### config.mk
export PLATFORM = sky130hd
export DESIGN_NAME = lzc_pipe
export DESIGN_NICKNAME = d
export VERILOG_FILES = /design/src/rtl/lzc_pipe.sv
export SDC_FILE = /design/constraint.sdc
export NUM_CORES = 1
export LEC_CHECK = 0
export CORE_UTILIZATION = 40
export CTS_CLUSTER_DIAMETER = 200
export CTS_CLUSTER_SIZE = 16
export DETAILED_ROUTE_END_ITERATION = 7
export PLACE_DENSITY = 0.68
export SYNTH_ARGS = -nofsm -noshare
export SYNTH_HDL_FRONTEND = slang
export SYNTH_SLANG_ARGS = --single-unit
### constraint.sdc
create_clock -name clk -period 2.33 [get_ports clk]
set_clock_uncertainty 0.15 [all_clocks]
set_input_delay 0.466 -clock clk [delete_from_list [all_inputs] [get_ports clk]]
set_output_delay 0.466 -clock clk [all_outputs]
set_load 0.005 [all_outputs]
### src/rtl/lzc_pipe.sv
// lzc_pipe: two-stage pipelined leading-zero counter with valid/ready on both
// sides. Stage 1 counts leading zeros of each operand half; stage 2 merges the
// halves into the final count. Optional left-normaliser built when LZC_NORM_EN
// is defined; otherwise out_norm is tied to zero and the data path is not built.
module lzc_pipe #(
   parameter  int WIDTH = 8,
   localparam int CW    = $clog2(WIDTH) + 1
) (
   input  logic             clk,
   input  logic             rst,
   input  logic [WIDTH-1:0] in_data,
   input  logic             in_valid,
   output logic             in_ready,
   output logic [CW-1:0]    out_lzc,
   output logic             out_zero,
   output logic [WIDTH-1:0] out_norm,
   output logic             out_valid,
   input  logic             out_ready
);

   localparam int H  = WIDTH / 2;
   localparam int HW = $clog2(H) + 1;

   // Leading zeros of one half, MSB-first; an all-zero half yields H.
   function automatic logic [HW-1:0] lzc_half(input logic [H-1:0] v);
      logic [HW-1:0] n;
      logic          found;
      n     = '0;
      found = 1'b0;
      for (int i = H - 1; i >= 0; i--) begin
         if (!found) begin
            if (v[i]) found = 1'b1;
            else      n = n + HW'(1);
         end
      end
      return n;
   endfunction

   // pipeline state
   logic          v1_q, v2_q;
   logic [HW-1:0] hi_lzc_q, lo_lzc_q;
   logic          hi_zero_q, lo_zero_q;
   logic [CW-1:0] lzc_q;
   logic          zero_q;

   // stage inputs
   logic [HW-1:0] hi_lzc_d, lo_lzc_d;
   logic          hi_zero_d, lo_zero_d;
   logic [CW-1:0] lzc_d;
   logic          zero_d;
   logic          adv1, adv2;

   // A stage may advance when it is empty or its successor is advancing.
   assign adv2     = ~v2_q | out_ready;
   assign adv1     = ~v1_q | adv2;
   assign in_ready = adv1;

   // Stage-1 half counts computed from the incoming operand.
   always_comb begin
      hi_lzc_d  = lzc_half(in_data[WIDTH-1:H]);
      lo_lzc_d  = lzc_half(in_data[H-1:0]);
      hi_zero_d = ~|in_data[WIDTH-1:H];
      lo_zero_d = ~|in_data[H-1:0];
   end

   // Merge halves: a zero upper half defers to the lower half's count.
   always_comb begin
      lzc_d  = hi_zero_q ? (CW'(H) + CW'(lo_lzc_q)) : CW'(hi_lzc_q);
      zero_d = hi_zero_q & lo_zero_q;
   end

   // Stage 1 registers: load on input transfer, hold otherwise.
   always_ff @(posedge clk or posedge rst) begin
      if (rst) begin
         v1_q      <= 1'b0;
         hi_lzc_q  <= '0;
         lo_lzc_q  <= '0;
         hi_zero_q <= 1'b0;
         lo_zero_q <= 1'b0;
      end else begin
         if (adv1) v1_q <= in_valid;
         if (adv1 && in_valid) begin
            hi_lzc_q  <= hi_lzc_d;
            lo_lzc_q  <= lo_lzc_d;
            hi_zero_q <= hi_zero_d;
            lo_zero_q <= lo_zero_d;
         end
      end
   end

   // Stage 2 registers drive the outputs; they hold while stalled.
   always_ff @(posedge clk or posedge rst) begin
      if (rst) begin
         v2_q   <= 1'b0;
         lzc_q  <= '0;
         zero_q <= 1'b0;
      end else begin
         if (adv2) v2_q <= v1_q;
         if (adv2 && v1_q) begin
            lzc_q  <= lzc_d;
            zero_q <= zero_d;
         end
      end
   end

   assign out_valid = v2_q;
   assign out_lzc   = lzc_q;
   assign out_zero  = zero_q;

`ifdef LZC_NORM_EN
   logic [WIDTH-1:0] data1_q;
   logic [WIDTH-1:0] norm_q;
   logic [WIDTH-1:0] norm_d;

   // Logical left shift by the final count; a count of WIDTH clears the word.
   assign norm_d = data1_q << lzc_d;

   // Operand copy travelling alongside the stage-1 counts.
   always_ff @(posedge clk or posedge rst) begin
      if (rst)                    data1_q <= '0;
      else if (adv1 && in_valid)  data1_q <= in_data;
   end

   // Normalised operand registered with the stage-2 results.
   always_ff @(posedge clk or posedge rst) begin
      if (rst)                 norm_q <= '0;
      else if (adv2 && v1_q)   norm_q <= norm_d;
   end

   assign out_norm = norm_q;
`else
   assign out_norm = '0;
`endif

endmodule

# After elaboration in Yosys (flattened, before gate mapping)
# Index checks and enable logic that the tools add are counted.
dict set report totals {
  output_inout_bits 15
  word_cells 51
  register_bits 15
}
dict set report classes {
  n_reduce_logical 6
  muxes 25
  addsub 7
  n_bitwise 5
}
# op n
set ops {}
lappend ops {{$mux W3} 12}
lappend ops {{$add A3 B1 Y3 const B} 6}
lappend ops {{$mux W1} 12}
lappend ops {{$reduce_or A4 Y1} 2}
lappend ops {{$add A3 B3 Y4 const A} 1}
lappend ops {{$mux W4} 1}
lappend ops {{$logic_and A1 B1 Y1} 2}
lappend ops {{$logic_not A1 Y1} 2}
lappend ops {{$not A1 Y1} 2}
lappend ops {{$or A1 B1 Y1} 2}
lappend ops {{$and A1 B1 Y1} 1}

# Longest topological paths before layout
# Gate-level depths: netlist of the first run.
dict set report depth {
  depth_word 10
  mapped_depth 8
  ltp_nobuf 8
}

# Worst setup path before layout of the first run
# OpenSTA, ideal clock, no wires.
dict set report synth_path {
  kind {input port to flip-flop}
  startpoint {in in_data[7]}
  endpoint {reg hi_lzc_q[1]}
  stages 7
  path_slack_ns 0.307
  t_arrival_ns 1.748
  required_time_ns 2.054
  n_path_buf 0
  path_cell_list {nor2_1 > ha_1 > o21a_1 > ha_1 > nor2b_1 > a211oi_1 > o2bb2ai_1}
}
dict set report synth_via {
  elab_chain_cells 10
  elab_cells_between_ends 13
}
# item line_no
set synth_lines {}
lappend synth_lines {{start: declaration} 11} ;# input logic [WIDTH-1:0] in_data,
lappend synth_lines {{$mux W1} 32} ;# if (v[i]) found = 1'b1;
lappend synth_lines {{$add A3 B1 Y3} 33} ;# else n = n + HW'(1);
lappend synth_lines {{$mux W3} 32}
lappend synth_lines {{$mux W3} 31} ;# if (!found) begin
lappend synth_lines {{$add A3 B1 Y3} 33}
lappend synth_lines {{$mux W3} 32}
lappend synth_lines {{$mux W3} 31}
lappend synth_lines {{$add A3 B1 Y3} 33}
lappend synth_lines {{$mux W3} 32}
lappend synth_lines {{$mux W3 (*)} 31}
lappend synth_lines {{end signal: assignment} 83} ;# hi_lzc_q <= hi_lzc_d;
lappend synth_lines {{end: declaration} 41} ;# logic [HW-1:0] hi_lzc_q, lo_lzc_q;
# Mark *: on every way between the ends. The rest lies on a longest branch, timed or not.
# A chain may end at the register's enable or synchronous reset.

# Worst setup path in the final report of the first run
# Same ends and word-level chain as after synthesis.

==> flow_metrics.tcl, run 1 <==
set metrics [dict create \
    hold_viol 0 \
    leakage_nw 0.501 \
    die_x_um 49.0 \
    place_congestion 0.757 \
    drtAntennaViolNets 0 \
    portBuffers 18 \
    dr.pass1.iters 4 \
    end_kind "flip-flop" \
    fmax_mhz 445 \
    cts_buffers 3 \
    r2r_slack_ns 0.81 \
    finalSetupTns_ns 0 \
    antenna_found_initial 0 \
    hpwl_mm 1.14 \
    dpl_worst_slack_ns -0.251 \
    drv_slew 0 \
    cts_hold_buf 0 \
    relSlewSlack_pct 63.7 \
    avgSynthCellArea_um2 11.2 \
    vias_per_cell 4.60 \
    rsz0062_at_grt "false" \
    grt_util_all_layers_pct 13.3 \
    die_area_mm2 0.00240 \
    syn_inst 79 \
    drc_errors 0 \
    grt_pass1_wl_mm 2.38 \
    synth_enable_flop_cells 0 \
    cts_resized 0 \
    gr-total-overflow 0 \
    dp_cells 125 \
    outcome "completed" \
    cts_htree_levels 1 \
    worstPathRequired_ns 2.36 \
    synth_area_um2 882 \
    cp_max_fo 4 \
    wl_per_cell_um 10.6 \
    hold_class "flip-flop to flip-flop" \
    worst_slack_ns 0.0814 \
    numClockSinks 15 \
    synth-seq-cells 15 \
    cts_max_path_buffers 2 \
    initial_utilization_pct 43.6 \
    std_cell_rows 16 \
    syn_to_final_growth_pct 26.0 \
    instances_no_fill 129 \
    cts_tree "done" \
    grt_pass1_vias 582 \
    crit_arrival_ns 2.27 \
    grt_max_degree 16 \
    drive_gt1_share_pct 21.6 \
    synth_common_cells "dfrtp_1 (15), buf_4 (9), mux2_2 (7)" \
    clk_pin_slew_ns 0.10 \
    clock_latency_ns 0.28 \
    antenna_cells 0 \
    synth_area_leaders "dfrtp_1 (43%), mux2_2 (8.9%), buf_4 (7.7%)" \
    tightest_slew_ns 0.544 \
    post_cts_buffers 0 \
    coreArea_mm2 0.00202 \
    synth_top_area_share_pct 42.6 \
    cts-root-buf "clkbuf_4" \
    maxCapViolations 0 \
    crit_type "input port to flip-flop" \
    vias 594 \
    pin_count 27 \
    synthFlopType "dfrtp_1" \
    seq_area_frac_synth_pct 42.6 \
    ys_warn_count 0 \
    yosysMostFrequentCell "dfrtp_1" \
    finalCritPeriodShare_pct 96.5 \
    drt_first_iter_violations 9 \
    nets 118 \
    die_h_um 49.0 \
    peakVddDrop_v 0.000232 \
    synth.largest_area_cell "dfrtp_1" \
    synthArstFlopShare_pct 100 \
    totalWireLength_mm 1.37 \
    worst_hold_slack_ns 0.342 \
    powerDensity_mw_per_mm2 523 \
    fin_crit_ns 2.25 \
    ys_types 29 \
    start_kind "input port" \
    finalSetupViolations 0 \
]
==> worst max-delay path: stages <==
cell	delay, ns
clkdlybuf4s50_1	0.53
nor2_1	0.08
ha_1	0.30
o21a_1	0.20
ha_1	0.25
nor2b_1	0.14
a211oi_2	0.20
o2bb2ai_1	0.10
==> cell usage in the layout (no fill, tap or decap), drive strengths merged <==
cell and count:
a211oi 2, a21bo 2, a21oi 5, a31oi 2
buf 5, clkbuf 3, clkdlybuf4s50 18, clkinvlp 1
conb 8, dfrtp 15, ha 3, inv 4
mux2 7, mux2i 3, nand2 3, nand2b 3
nand3 1, nand3b 1, nand4 2, nand4b 1
nor2 3, nor2b 2, nor4 2, o21a 1
o2bb2ai 2, o31a 1, or2b 1, xnor2 1
==> final cells by class <==
| cell class | instances | area (µm²) |
|---|---|---|
| Clock inverter | 1 | 7.51 |
| Tap cell | 27 | 33.8 |
| Inverter | 4 | 15.0 |
| Multi-Input combinational cell | 56 | 439 |
| Sequential cell | 15 | 375 |
| Timing Repair Buffer | 23 | 218 |
| Fill cell | 184 | 911 |
| Clock buffer | 3 | 22.5 |
==> cells by family after synthesis <==
kind of cell             share of synthesized area, %
flip-flops                                       42.6
AO/OA/AOI/OAI                                    12.1
AND/OR/NAND/NOR                                  16.2
buffers and inverters                            11.2
multiplexers                                     12.3
adder cells (fa/ha/maj)                          4.26
XOR/XNOR                                        0.993
other                                           0.425
==> registers in the layout (all words and copies together), names as in the netlist <==
name / count
hi_lzc_q: 3
hi_zero_q: 1
lo_lzc_q: 3
lo_zero_q: 1
out_lzc: 4
out_valid: 1
out_zero: 1
v1_q: 1
==> path summary, 6_finish.rpt <==
kind                       startpoint  cells after the start           to
setup / recovery           in_data[7]                      8  hi_lzc_q[1]
hold / removal             out_lzc[3]                      1   out_lzc[3]
setup reg to reg                 v1_q                      4    lo_zero_q
hold reg to reg            out_lzc[3]                      1   out_lzc[3]
max in group asynchronous         rst                      2   out_lzc[3]
min in group asynchronous         rst                      2   out_lzc[1]
==> power by group <==
group	total, W	switching, W	internal, W	leakage, nW
clock network	0.000150	0.0000849	0.0000652	0.0139
logic	0.000131	0.0000543	0.0000770	0.294
registers	0.000299	0.0000163	0.000283	0.193
total	0.000581	0.000155	0.000425	0.501
==> through the flow <==
| stage | power, W | cell area (µm²) | utilization [%] |
|---|---|---|---|
| 3_3_place_gp | 0.000432 | 1080 | 53.2 |
| 2_1_floorplan | 0.000380 | 908 | - |
| 6_report | 0.000581 | 1110 | 55.0 |
| 4_1_cts | 0.000586 | 1110 | 54.7 |
| 5_1_grt | 0.000615 | 1110 | 55.0 |
| 3_5_place_dp | 0.000436 | 1080 | 53.2 |
==> routing by layer <==
layer  vias to the layer above  share of wire, %  GRT usage [%]
met2                        15                49           22.0
met1                       269                47           16.0
met4                         0               1.6           8.82
met3                         2               2.0           1.87
met5                         -                 0              0
li1                        308                 -              -
Note: power is estimated with default switching activity, not from simulation.
==> run 2, diff against run 1 <==
--- a/config.mk
+++ b/config.mk
@@ -9,7 +9,7 @@
 export CTS_CLUSTER_DIAMETER = 200
 export CTS_CLUSTER_SIZE = 16
 export DETAILED_ROUTE_END_ITERATION = 7
-export PLACE_DENSITY = 0.68
+export PLACE_DENSITY = 0.8
 export SYNTH_ARGS = -nofsm -noshare
 export SYNTH_HDL_FRONTEND = slang
 export SYNTH_SLANG_ARGS = --single-unit
==> flow_metrics.tcl, run 2 (synthesis gave the netlist of run 1 again) <==
set metrics [dict create \
    cts_htree_levels 1 \
    p_sw_share_pct 27.3 \
    dp_cells 126 \
    instances_no_fill 130 \
    clk_pin_slew_ns 0.09 \
    crit_type "input port to flip-flop" \
    finalCritPeriodShare_pct 97.0 \
    cp-startpoint "in_data[7]" \
    std_cell_rows 16 \
    grt_util_all_layers_pct 15.5 \
    hold_class "flip-flop to flip-flop" \
    nets 119 \
    maxCapViolations 0 \
    worst_slack_ns 0.0708 \
    grt_pass1_wl_mm 2.80 \
    place_congestion 0.801 \
    cts_buffers 3 \
    vias_per_cell 5.04 \
    hold_viol 0 \
    initial_utilization_pct 43.6 \
    switching_power_w 0.000159 \
    worst_hold_slack_ns 0.341 \
    clock_latency_ns 0.29 \
    end_kind "flip-flop" \
    die_area_mm2 0.00240 \
    tightest_slew_ns 0.560 \
    internal_power_w 0.000425 \
    fin_crit_ns 2.26 \
    powerDensity_mw_per_mm2 522 \
    mostFrequentLayoutCells "clkdlybuf4s50_1 (17), dfrtp_1 (15), conb_1 (8)" \
    grt_max_degree 16 \
    postLayoutCoreUtil_pct 55.3 \
    peakVddDrop_v 0.000261 \
    grt_pass1_vias 675 \
    portBuffers 18 \
    die_x_um 49.0 \
    antenna_cells 0 \
    outcome "completed" \
    worstPathRequired_ns 2.36 \
    fmax_mhz 443 \
    cts-root-buf "clkbuf_4" \
    start_kind "input port" \
    p_seq_share_pct 51.4 \
    largest_reg_flops 4 \
    cp_max_fo 3 \
    cts_tree "done" \
    hpwl_mm 1.28 \
    dpl_worst_slack_ns -0.285 \
    drc_errors 0 \
    relSlewSlack_pct 62.6 \
    pin_count 27 \
    numClockSinks 15 \
    vias 655 \
    drt_first_iter_violations 9 \
    finalSetupViolations 0 \
    antenna_found_initial 0 \
    gr-total-overflow 0 \
    drv_slew 0 \
    leakage_nw 0.519 \
    dr.pass1.iters 3 \
    pwr-share-clk_pct 25.6 \
    final_common_cell "clkdlybuf4s50_1" \
    crit_arrival_ns 2.29 \
    syn_to_final_growth_pct 26.8 \
    cts_hold_buf 0 \
    comb_power_share_pct 23.0 \
    die_h_um 49.0 \
    coreArea_mm2 0.00202 \
    drtAntennaViolNets 0 \
    r2r-start "v1_q" \
    hp-start "out_lzc[3]" \
    cts_max_path_buffers 2 \
    rsz0062_at_grt "false" \
    totalWireLength_mm 1.59 \
    drive_gt1_share_pct 22.3 \
    wl_per_cell_um 12.3 \
]
-- run 2: changes by cell type in the layout (fill, tap and decap cells not counted), sizes merged --
cell           delta
clkinv            +1
dlymetal6s2s      +1
clkdlybuf4s50     -1
clkinvlp          -1
buf               +1
-- run 2: worst max-delay path: stages --
cell	delay (ns)
clkdlybuf4s50_1	0.51
nor2_1	0.07
ha_1	0.32
o21a_1	0.20
ha_1	0.26
nor2b_1	0.14
a211oi_2	0.22
o2bb2ai_1	0.10
-- run 2: power by group through the flow --
stage	logic (W)	registers (W)	clock network, W
global placement	0.000128	0.000304	0
detailed placement	0.000133	0.000305	0
global route	0.000148	0.000304	0.000163
floorplan	0.0000806	0.000299	0
CTS	0.000133	0.000300	0.000154
finish	0.000134	0.000300	0.000150
-- run 2: metrics by stage --
stage          power [W]  instance area (µm²)  TNS [ns]
2_1_floorplan   0.000380                  908         0
3_3_place_gp    0.000432                 1080    -0.151
3_5_place_dp    0.000438                 1080    -0.343
4_1_cts         0.000587                 1110         0
5_1_grt         0.000615                 1120         0
6_report        0.000584                 1120         0
-- run 2: metal layers --
metal	up-vias	global-route usage, %	part of all wire [%]
li1	317	-	-
met1	311	15.9	43
met2	22	28.0	51
met3	5	4.05	3.6
met4	0	9.31	2.1
met5	-	0	0
-- run 2: worst paths after layout --
| path | to | slack, ns | cells after the start |
|---|---|---|---|
| min | out_lzc[3] | 0.34 | 1 |
| max | hi_lzc_q[1] | 0.07 | 8 |
| max reg2reg | hi_zero_q | 0.79 | 4 |
| min in group asynchronous | out_valid | 0.38 | 2 |
| max in group asynchronous | lo_lzc_q[0] | 1.28 | 2 |
| min reg2reg | out_lzc[3] | 0.34 | 1 |
-- run 2: repair_timing --
action                                  CTS  global route
resized for setup                         0             2
endpoints found under the setup margin    0             1
endpoints found under the hold margin     0             0
buffers inserted                          0             0
-- run 2: area by class of cell --
type | instances | area, µm²
sequential | 15 | 375
inverter | 4 | 15.0
fill | 182 | 903
multi-input combinational | 56 | 439
timing repair buffer | 24 | 228
clock buffer | 3 | 22.5
clock inverter | 1 | 5.00
tap | 27 | 33.8
